### config.mk
export PLATFORM = sky130hd
export DESIGN_NAME = pulse_stretcher
export DESIGN_NICKNAME = d
export VERILOG_FILES = /design/src/rtl/pulse_stretcher_pkg.sv /design/src/rtl/ps_load_counter.sv /design/src/rtl/pulse_stretcher.sv
export SDC_FILE = /design/constraint.sdc
export NUM_CORES = 1
export LEC_CHECK = 0
export CAP_MARGIN = 20
export CORE_AREA = 2 2 39 41
export CTS_CLUSTER_SIZE = 30
export DETAILED_ROUTE_END_ITERATION = 12
export DIE_AREA = 0 0 41 43
export PLACE_DENSITY = 0.66
export SLEW_MARGIN = 20
export SYNTH_ARGS = -nofsm -noshare
export SYNTH_HDL_FRONTEND = slang
export SYNTH_SLANG_ARGS = --single-unit
export TNS_END_PERCENT = 1
### constraint.sdc
create_clock -name clk -period 1.9 [get_ports clk]
set_clock_uncertainty 0.1 [all_clocks]
set_input_delay 0.285 -clock clk [delete_from_list [all_inputs] [get_ports clk]]
set_output_delay 0.285 -clock clk [all_outputs]
set_load 0.05 [all_outputs]
### src/rtl/pulse_stretcher_pkg.sv
// Shared types and helpers for the pulse stretcher.
package pulse_stretcher_pkg;

  typedef enum logic [1:0] {
    IDLE = 2'd0,
    HOLD = 2'd1,
    GAP  = 2'd2
  } ps_state_t;

  // Counter width able to hold the larger of the hold and gap lengths.
  function automatic int unsigned ps_cnt_width(input int unsigned hold_cycles,
                                               input int unsigned gap_cycles);
    int unsigned max_c;
    max_c = (hold_cycles > gap_cycles) ? hold_cycles : gap_cycles;
    return (max_c < 1) ? 1 : $clog2(max_c + 1);
  endfunction

endpackage

### src/rtl/ps_load_counter.sv
// Loadable down-counter; load has priority over decrement.
module ps_load_counter #(
  parameter int unsigned CNT_W = 3
) (
  input  logic             clk,
  input  logic             reset,
  input  logic             load,
  input  logic [CNT_W-1:0] load_val,
  input  logic             en,
  output logic [CNT_W-1:0] cnt,
  output logic             zero
);

  logic [CNT_W-1:0] cnt_q;

  // Count register: reload or step down.
  always_ff @(posedge clk or posedge reset) begin
    if (reset) begin
      cnt_q <= '0;
    end else if (load) begin
      cnt_q <= load_val;
    end else if (en) begin
      cnt_q <= cnt_q - CNT_W'(1);
    end
  end

  assign cnt  = cnt_q;
  assign zero = (cnt_q == '0);

endmodule

### src/rtl/pulse_stretcher.sv
// Stretches single-cycle request pulses into a HOLD_CYCLES-wide level followed
// by a GAP_CYCLES cooldown. Pulses that cannot be accepted raise dropped.
// Optional build macro: PULSE_STRETCHER_RETRIGGER_EN (pulses during the hold
// reload the hold counter instead of being dropped).
module pulse_stretcher
  import pulse_stretcher_pkg::*;
#(
  parameter int unsigned HOLD_CYCLES = 4,
  parameter int unsigned GAP_CYCLES  = 2
) (
  input  logic clk,
  input  logic reset,
  input  logic in,
  output logic out,
  output logic busy,
  output logic dropped
);

  localparam int unsigned CNT_W     = ps_cnt_width(HOLD_CYCLES, GAP_CYCLES);
  localparam int unsigned HOLD_LOAD = HOLD_CYCLES - 1;
  localparam int unsigned GAP_LOAD  = (GAP_CYCLES > 0) ? GAP_CYCLES - 1 : 0;

`ifdef PULSE_STRETCHER_RETRIGGER_EN
  localparam logic RETRIGGER = 1'b1;
`else
  localparam logic RETRIGGER = 1'b0;
`endif

  ps_state_t        state_q;
  logic             out_q;
  logic             busy_q;
  logic             dropped_q;

  logic             cnt_load;
  logic [CNT_W-1:0] cnt_load_val;
  logic             cnt_en;
  logic [CNT_W-1:0] cnt;
  logic             cnt_zero;

  ps_load_counter #(
    .CNT_W (CNT_W)
  ) u_cnt (
    .clk      (clk),
    .reset    (reset),
    .load     (cnt_load),
    .load_val (cnt_load_val),
    .en       (cnt_en),
    .cnt      (cnt),
    .zero     (cnt_zero)
  );

  // Counter control: load on entry to HOLD/GAP or retrigger, else count down.
  always_comb begin
    cnt_load     = 1'b0;
    cnt_load_val = '0;
    cnt_en       = 1'b0;
    unique case (state_q)
      IDLE: begin
        if (in) begin
          cnt_load     = 1'b1;
          cnt_load_val = CNT_W'(HOLD_LOAD);
        end
      end
      HOLD: begin
        if (RETRIGGER && in) begin
          cnt_load     = 1'b1;
          cnt_load_val = CNT_W'(HOLD_LOAD);
        end else if (cnt != '0) begin
          cnt_en = 1'b1;
        end else if (GAP_CYCLES > 0) begin
          cnt_load     = 1'b1;
          cnt_load_val = CNT_W'(GAP_LOAD);
        end
      end
      GAP: begin
        cnt_en = (cnt != '0);
      end
      default: begin
        cnt_load = 1'b0;
      end
    endcase
  end

  // State and registered outputs; dropped is a one-cycle flag.
  always_ff @(posedge clk or posedge reset) begin
    if (reset) begin
      state_q   <= IDLE;
      out_q     <= 1'b0;
      busy_q    <= 1'b0;
      dropped_q <= 1'b0;
    end else begin
      dropped_q <= 1'b0;
      unique case (state_q)
        IDLE: begin
          if (in) begin
            state_q <= HOLD;
            out_q   <= 1'b1;
            busy_q  <= 1'b1;
          end
        end
        HOLD: begin
          if (!(RETRIGGER && in)) begin
            dropped_q <= in;
            if (cnt_zero) begin
              out_q <= 1'b0;
              if (GAP_CYCLES > 0) begin
                state_q <= GAP;
              end else begin
                state_q <= IDLE;
                busy_q  <= 1'b0;
              end
            end
          end
        end
        GAP: begin
          dropped_q <= in;
          if (cnt_zero) begin
            state_q <= IDLE;
            busy_q  <= 1'b0;
          end
        end
        default: begin
          state_q <= IDLE;
          out_q   <= 1'b0;
          busy_q  <= 1'b0;
        end
      endcase
    end
  end

  assign out     = out_q;
  assign busy    = busy_q;
  assign dropped = dropped_q;

endmodule

== Word-level counts from Yosys, hierarchy flattened ==
Cells that the tools add are included.

* Add/subtract/negate cells: 1
* Equality and inequality tests: 5
* Mux-type cells: 19
* Bitwise logic cells: 2
* Reductions and logical operators: 8

{| class="wikitable"
|+ Operators by type and width
! kind !! number
|-
| $reduce_and A3 Y1 || 3
|-
| $mux W2 || 4
|-
| $mux W1 || 7
|-
| $mux W3 || 2
|-
| $ne A2 B2 Y1 const B || 3
|-
| $pmux W1 S3 || 2
|-
| $pmux W2 S3 || 1
|-
| $pmux W1 S2 || 2
|-
| $pmux W2 S2 || 1
|-
| $logic_not A3 Y1 || 1
|-
| $reduce_bool A3 Y1 || 1
|-
| $sub A3 B1 Y3 const B || 1
|-
| $eq A2 B1 Y1 const B || 1
|-
| $eq A2 B2 Y1 const B || 1
|-
| $logic_not A2 Y1 || 1
|-
| $not A1 Y1 || 2
|-
| $reduce_bool A2 Y1 || 1
|-
| $reduce_or A2 Y1 || 1
|}

* Bits in registers: 8
* Input bits: 3
* Output and inout bits: 3
* Word-level logic and storage cells: 40

== Logic depth before layout (Yosys ltp) ==
Gate-level depths: netlist of the first run.

* Word-level depth: 5
* Gate-level depth with buffers: 5

== Hierarchy ==
A second synthesis of the first run with hierarchy kept.

* Cell total of the unflattened synthesis: 53
* Area, all modules: 508.0 µm²

{| class="wikitable"
|+ By module, submodules not included
! module !! times used !! cells each !! area an instance (µm²) !! seq. area each (µm²)
|-
| pulse_stretcher || 1 || 33 || 322.8 || 125.1
|-
| ps_load_counter || 1 || 20 || 185.2 || 75.1
|}

== Least setup slack after synthesis of the first run ==
OpenSTA, ideal clock, no wires.

* Kind: register to register
* Start point: reg u_cnt.cnt_q[0], in the netlist u_cnt.cnt[0]
* End point: reg u_cnt.cnt_q[0], in the netlist u_cnt.cnt[0]
* Setup time: 0.124 ns
* Arrival time: 1.338 ns
* Required time: 1.676 ns
* Path slack: 0.338 ns
* Stages on the path, launching flop included: 6
* Path buffers: 0
* Clock period less this slack: 1.562 ns
* Cell sequence: dfrtp_1 -> inv_1 -> ha_1 -> nor2b_4 -> mux2_4 -> o31a_1

* Cells in the longest elaborated chain, start to end: 4
* Elaborated cells between the ends (all ways): 11

{| class="wikitable"
|+ Ends and longest elaborated chain
! what !! RTL line !! source
|-
| start, declared || ps_load_counter.sv:14 || <nowiki>logic [CNT_W-1:0] cnt_q;</nowiki>
|-
| start signal, assigned || ps_load_counter.sv:21 || <nowiki>cnt_q <= load_val;</nowiki>
|-
| start signal, assigned || ps_load_counter.sv:23 || <nowiki>cnt_q <= cnt_q - CNT_W'(1);</nowiki>
|-
| branches (longest 4 deep; another with $sub A3 B1 Y3) || - ||
|}

Several ways; the timed one is not identified. The select of a mux whose other input is x is not followed.
A chain may end at the register's enable or synchronous reset.

== Worst setup path after layout of the first run ==
* Start point: reg out_q, in the netlist out
* End point: out out

{| class="wikitable"
|+ RTL lines
! what !! RTL line !! source
|-
| start, declared || pulse_stretcher.sv:30 || <nowiki>logic out_q;</nowiki>
|-
| start signal, assigned || pulse_stretcher.sv:88 || <nowiki>out_q <= 1'b0;</nowiki>
|-
| start signal, assigned || pulse_stretcher.sv:97 || <nowiki>out_q <= 1'b1;</nowiki>
|-
| start signal, assigned || pulse_stretcher.sv:105 || <nowiki>out_q <= 1'b0;</nowiki>
|-
| end, declared || pulse_stretcher.sv:14 || <nowiki>output logic out,</nowiki>
|}

No word-level cell between the ends.

==> impl_metrics.csv, run 1 <==
group,metric,value,unit
clocking,cts_buffers,3,
clocking,cts_max_level,1,
final_layout,diodes,0,
critical_path,critPathBufInv,1,
critical_path,worst-endpoint-required,1.51,ns
yosys,synth_nets,57,
floorplan,initial_core_util,34.8,%
floorplan,fp.dieH,43,um
critical_path,cp_max_fo,2,
critical_path,crit_cells,1,
critical_path,regToRegEndpoint,"u_cnt.cnt[0]$_DFFE_PP0P_",
final_layout,multi_input_comb_area,255,sq um
yosys,yosysWarnings,0,
min_path,hp-class,"primary input to async pin",
sta,rsz0062_at_grt,"false",
floorplan,dieArea,1760,sq um
grt,grt_pass1_vias,359,
final_layout,fin_nets,67,
clocking,clk_pin_slew,0.06,ns
critical_path,cpPeakStageDelay,0.80,ns
flow_run,cap_violations,0,
placed_design,place.detailed.hpwl,636,um
critical_path,cp_data_arrival_time,1.40,ns
clocking,clkSinkCount,8,
critical_path,reg2reg_slack,0.26,ns
final_layout,layout_common_cells,"dfrtp_1 (8), inv_1 (7), a21oi_1 (6), ha_1 (6), clkdlybuf4s50_1 (5)",
final_layout,n_fill_cell,134,
critical_path,startpoint,"out$_DFFE_PP0P_",
floorplan,die_x,41,um
sta,slew-limit-headroom,66.7,%
route,vias,354,
yosys,avgSynthCellArea,10.0,sq um
clocking,cts_resized,0,
grt,grt.total_usage,12.1,%
sta,slew_viol_final,0,
clocking,cts_setup_buffers,0,
clocking,cts-root-buf,"clkbuf_4",
clocking,clk_latency,0.25,ns
critical_path,critical_path.top_delay_family,"buffers and inverters",
floorplan,coreArea,1380,sq um
placed_design,port_buffers,5,
final_layout,drive_gt1_share,10.7,%
route,viasPerCell,4.92,
grt,antenna_found_initial,0,
yosys,yosys.area.top_type_share,41.6,%
clocking,ctsHoldBuffers,0,
route,wl_per_cell,11.4,um
sta,fmax,0.560,GHz
clocking,cts_max_path_buffers,2,
placed_design,gp_congestion,0.779,
yosys,netlist_instances,48,
sta,worstMarginPinSlew,0.498,ns
yosys,synth-seq-cells,8,
floorplan,rows,14,
clocking,cts_tree,"built",
sta,tns,0,ns
floorplan,io_pins,6,
grt,grt_pass1_wl,1420,um
route,drt_wl_total,818,um
final_layout,final_common_cell,"dfrtp_1",
status,status,"finished clean",
grt,grt_start_max_net_pins,9,
route,drc,0,
route,drtIter0Drc,7,
critical_path,endpoint,"out",
grt,grt_overflow,0,
final_layout,seq_area,200,sq um
sta,hold_viol_final,0,
yosys,syn_area,482,sq um
final_layout,area_growth,19.2,%
critical_path,path_class,"register to output pin",
final_layout,final_core_util,41.5,%
yosys,synth_area_leader_cell,"dfrtp_1",
route,ant_nets,0,
sta,post-route-min-period,1.79,ns
sta,post-route-period-util,94.1,%
critical_path,path_cells,"clkdlybuf4s50_1",
route,drtPass1Iterations,4,
critical_path,slowest_stage,"clkdlybuf4s50_1",
yosys,synth-seq-area-share,41.6,%
yosys,synth.area.top_cells,"dfrtp_1 (42%), ha_1 (16%), a21oi_1 (6.2%)",
critical_path,r2r-start,"u_cnt.cnt[0]$_DFFE_PP0P_",
critical_path,start_kind,"register",
sta,final-setup-viol-count,0,
critical_path,worstSetupEndpointType,"output pin",
critical_path,reg2regPathDepth,5,
yosys,ys_types,17,
-- state kept, by name (all words and copies together) (netlist names) --
register / cells
busy: 1
dropped: 1
out: 1
state_q: 2
u_cnt.cnt: 3
-- through the flow --
stage / setup WS [ns] / hold WS [ns] / instances / area [sq um]
floorplan: 0.338 / 0.000658 / 48 / 482
global placement: 0.240 / 0.414 / 69 / 552
detailed placement: 0.221 / 0.431 / 69 / 552
CTS: 0.101 / 0.181 / 72 / 574
global route: 0.0660 / 0.214 / 72 / 574
finish: 0.113 / 0.174 / 72 / 574
-- cell usage after synthesis --
library cell	n
o31a_1	1
mux2_2	1
a2bb2oi_1	2
inv_1	7
dfrtp_1	8
o21ai_0	1
nor2_1	3
nand2b_1	4
nand2_1	3
mux2i_1	1
nor2b_4	1
and2_1	1
nand4_1	1
o221ai_1	1
a21oi_1	6
ha_1	6
mux2_4	1
-- per-layer routing --
metal,GRT usage (%),part of all wire [%]
met1,14.5,46
met4,6.00,1.1
met3,3.14,2.8
met5,0,0
met2,19.1,50
-- worst min-delay path by stage --
stage	from	depth (start not counted)	slack, ns	end
finish	reset	2	0.17	state_q[0]$_DFFE_PP0P_
global route	reset	2	0.21	out$_DFFE_PP0P_
CTS	reset	2	0.18	state_q[0]$_DFFE_PP0P_
detailed placement	u_cnt.cnt[0]$_DFFE_PP0P_	1	0.43	u_cnt.cnt[0]$_DFFE_PP0P_
global placement	u_cnt.cnt[0]$_DFFE_PP0P_	1	0.41	u_cnt.cnt[0]$_DFFE_PP0P_
floorplan	reset	1	0.0007	busy$_DFFE_PP0P_
-- layout make-up --
class | count | area share (%)
Timing Repair Buffer | 5 | 8.71
Clock buffer | 3 | 3.92
Tap cell | 16 | 3.49
Inverter | 7 | 4.58
Multi-Input combinational cell | 33 | 44.4
Sequential cell | 8 | 34.9
-- cells by family (layout without fill, tap and decap cells) --
kind of cell,after synthesis,after routing,share of synthesized area [%]
AOI/OAI and AO/OA,11,11,14.5
and+or+nand+nor,13,13,15.3
buffers and inverters,7,15,5.46
DFF,8,8,41.6
muxes,3,3,7.53
adders and majority gates,6,6,15.6
Power of run 1 is left out: the tool's default activity adds up to more than one toggle a clock period on the data nets, which glitch-free logic cannot reach.
==> run 2, diff against run 1 <==
--- a/config.mk
+++ b/config.mk
@@ -10,7 +10,8 @@
 export CTS_CLUSTER_SIZE = 30
 export DETAILED_ROUTE_END_ITERATION = 12
 export DIE_AREA = 0 0 41 43
-export PLACE_DENSITY = 0.66
+export GPL_ROUTABILITY_DRIVEN = 1
+export MAX_ROUTING_LAYER = met4
 export SLEW_MARGIN = 20
 export SYNTH_ARGS = -nofsm -noshare
 export SYNTH_HDL_FRONTEND = slang
==> run 2 against run 1 <==
Against the previous run: non-clock buffer count unchanged; first-iteration DRC count down 29%; critical endpoint unchanged; critical path depth did not move; maximum frequency about the same; highest routed layer unchanged; register-to-register slack barely moved; setup slack improved by 0.0018 ns; largest cell class unchanged; sequential share of layout area unchanged; wire length is 1.6% lower; die area is the same.
==> impl_metrics.csv, run 2 (synthesis gave the netlist of run 1 again) <==
group,metric,value,unit
critical_path,cpPeakStageDelay,0.80,ns
critical_path,worstSetupEndpointType,"output pin",
clocking,ctsHoldBuffers,0,
placed_design,port_buffers,5,
final_layout,final_common_cell,"dfrtp_1",
grt,grt_pass1_vias,328,
clocking,cts-root-buf,"clkbuf_4",
critical_path,path_class,"register to output pin",
clocking,cts_max_level,1,
critical_path,cp_data_arrival_time,1.40,ns
final_layout,drive_gt1_share,10.7,%
final_layout,area_growth,19.2,%
critical_path,cp_max_fo,2,
critical_path,path_cells,"clkdlybuf4s50_1",
min_path,hp-class,"primary input to async pin",
sta,tns,0,ns
clocking,clk_latency,0.25,ns
sta,slew-limit-headroom,67.3,%
sta,post-route-period-util,94.0,%
sta,worstMarginPinSlew,0.489,ns
clocking,cts_max_path_buffers,2,
floorplan,io_pins,6,
route,drt_wl_total,805,um
critical_path,r2r-start,"u_cnt.cnt[0]$_DFFE_PP0P_",
critical_path,reg2reg_slack,0.26,ns
sta,fmax,0.560,GHz
clocking,cts_buffers,3,
final_layout,final_core_util,41.5,%
floorplan,fp.dieH,43,um
grt,grt.total_usage,12.0,%
sta,hold_viol_final,0,
route,viasPerCell,4.71,
final_layout,largest_register_ffs,3,
critical_path,critical_path.top_delay_family,"buffers and inverters",
critical_path,reg2regPathDepth,5,
final_layout,layout_common_cells,"dfrtp_1 (8), inv_1 (7), a21oi_1 (6), ha_1 (6), clkdlybuf4s50_1 (5)",
route,drc,0,
route,drtPass1Iterations,4,
placed_design,place.detailed.hpwl,583,um
floorplan,initial_core_util,34.8,%
flow_run,cap_violations,0,
floorplan,rows,14,
clocking,cts_setup_buffers,0,
critical_path,critPathBufInv,1,
grt,antenna_found_initial,0,
critical_path,start_kind,"register",
route,drtIter0Drc,5,
final_layout,diodes,0,
sta,final-setup-viol-count,0,
final_layout,n_fill_cell,148,
route,ant_nets,0,
clocking,cts_tree,"built",
grt,grt_overflow,0,
grt,grt_pass1_wl,1350,um
final_layout,fin_nets,67,
status,status,"finished clean",
sta,rsz0062_at_grt,"false",
critical_path,slowest_stage,"clkdlybuf4s50_1",
critical_path,worst-endpoint-required,1.51,ns
clocking,clk_pin_slew,0.06,ns
floorplan,dieArea,1760,sq um
route,vias,339,
final_layout,seq_area,200,sq um
sta,slew_viol_final,0,
final_layout,multi_input_comb_area,255,sq um
sta,post-route-min-period,1.79,ns
sta,hold_ws,0.175,ns
route,wl_per_cell,11.2,um
clocking,cts_resized,0,
placed_design,gp_congestion,0.772,
critical_path,startpoint,"out$_DFFE_PP0P_",
floorplan,die_x,41,um
floorplan,coreArea,1380,sq um
critical_path,crit_cells,1,
critical_path,regToRegEndpoint,"u_cnt.cnt[0]$_DFFE_PP0P_",
clocking,clkSinkCount,8,
grt,grt_start_max_net_pins,9,
run 2: worst max-delay path by stage:
stage,slack (ns),endpoint
after floorplan,0.34,u_cnt.cnt[0]$_DFFE_PP0P_
after global placement,0.24,state_q[0]$_DFFE_PP0P_
after detailed placement,0.25,state_q[0]$_DFFE_PP0P_
after CTS,0.11,out
after global routing,0.07,out
final,0.11,out
run 2: through the flow:
stage	worst slack, ns	cell area, sq um	std cells
final	0.115	574	72
after global routing	0.0744	574	72
after CTS	0.111	574	72
after detailed placement	0.250	552	69
after global placement	0.238	552	69
after floorplan	0.338	482	48
run 2: routing by layer:
| metal | wire length, um | vias up | part of all wire (%) | track usage [%] |
|---|---|---|---|---|
| li1 | - | 178 | - | - |
| met1 | 415 | 157 | 52 | 15.0 |
| met2 | 361 | 2 | 45 | 16.3 |
| met3 | 18 | 2 | 2.2 | 3.14 |
| met4 | 9 | 0 | 1.1 | 8.00 |
| met5 | 0 | - | 0 | - |
run 2: area by class of cell:
| class | count | share of cell area (%) |
|---|---|---|
| multi-input combinational | 33 | 44.4 |
| clock buffer | 3 | 3.92 |
| timing repair buffer | 5 | 8.71 |
| tap | 16 | 3.49 |
| inverter | 7 | 4.58 |
| sequential | 8 | 34.9 |
Power of run 2 is left out for the same reason.
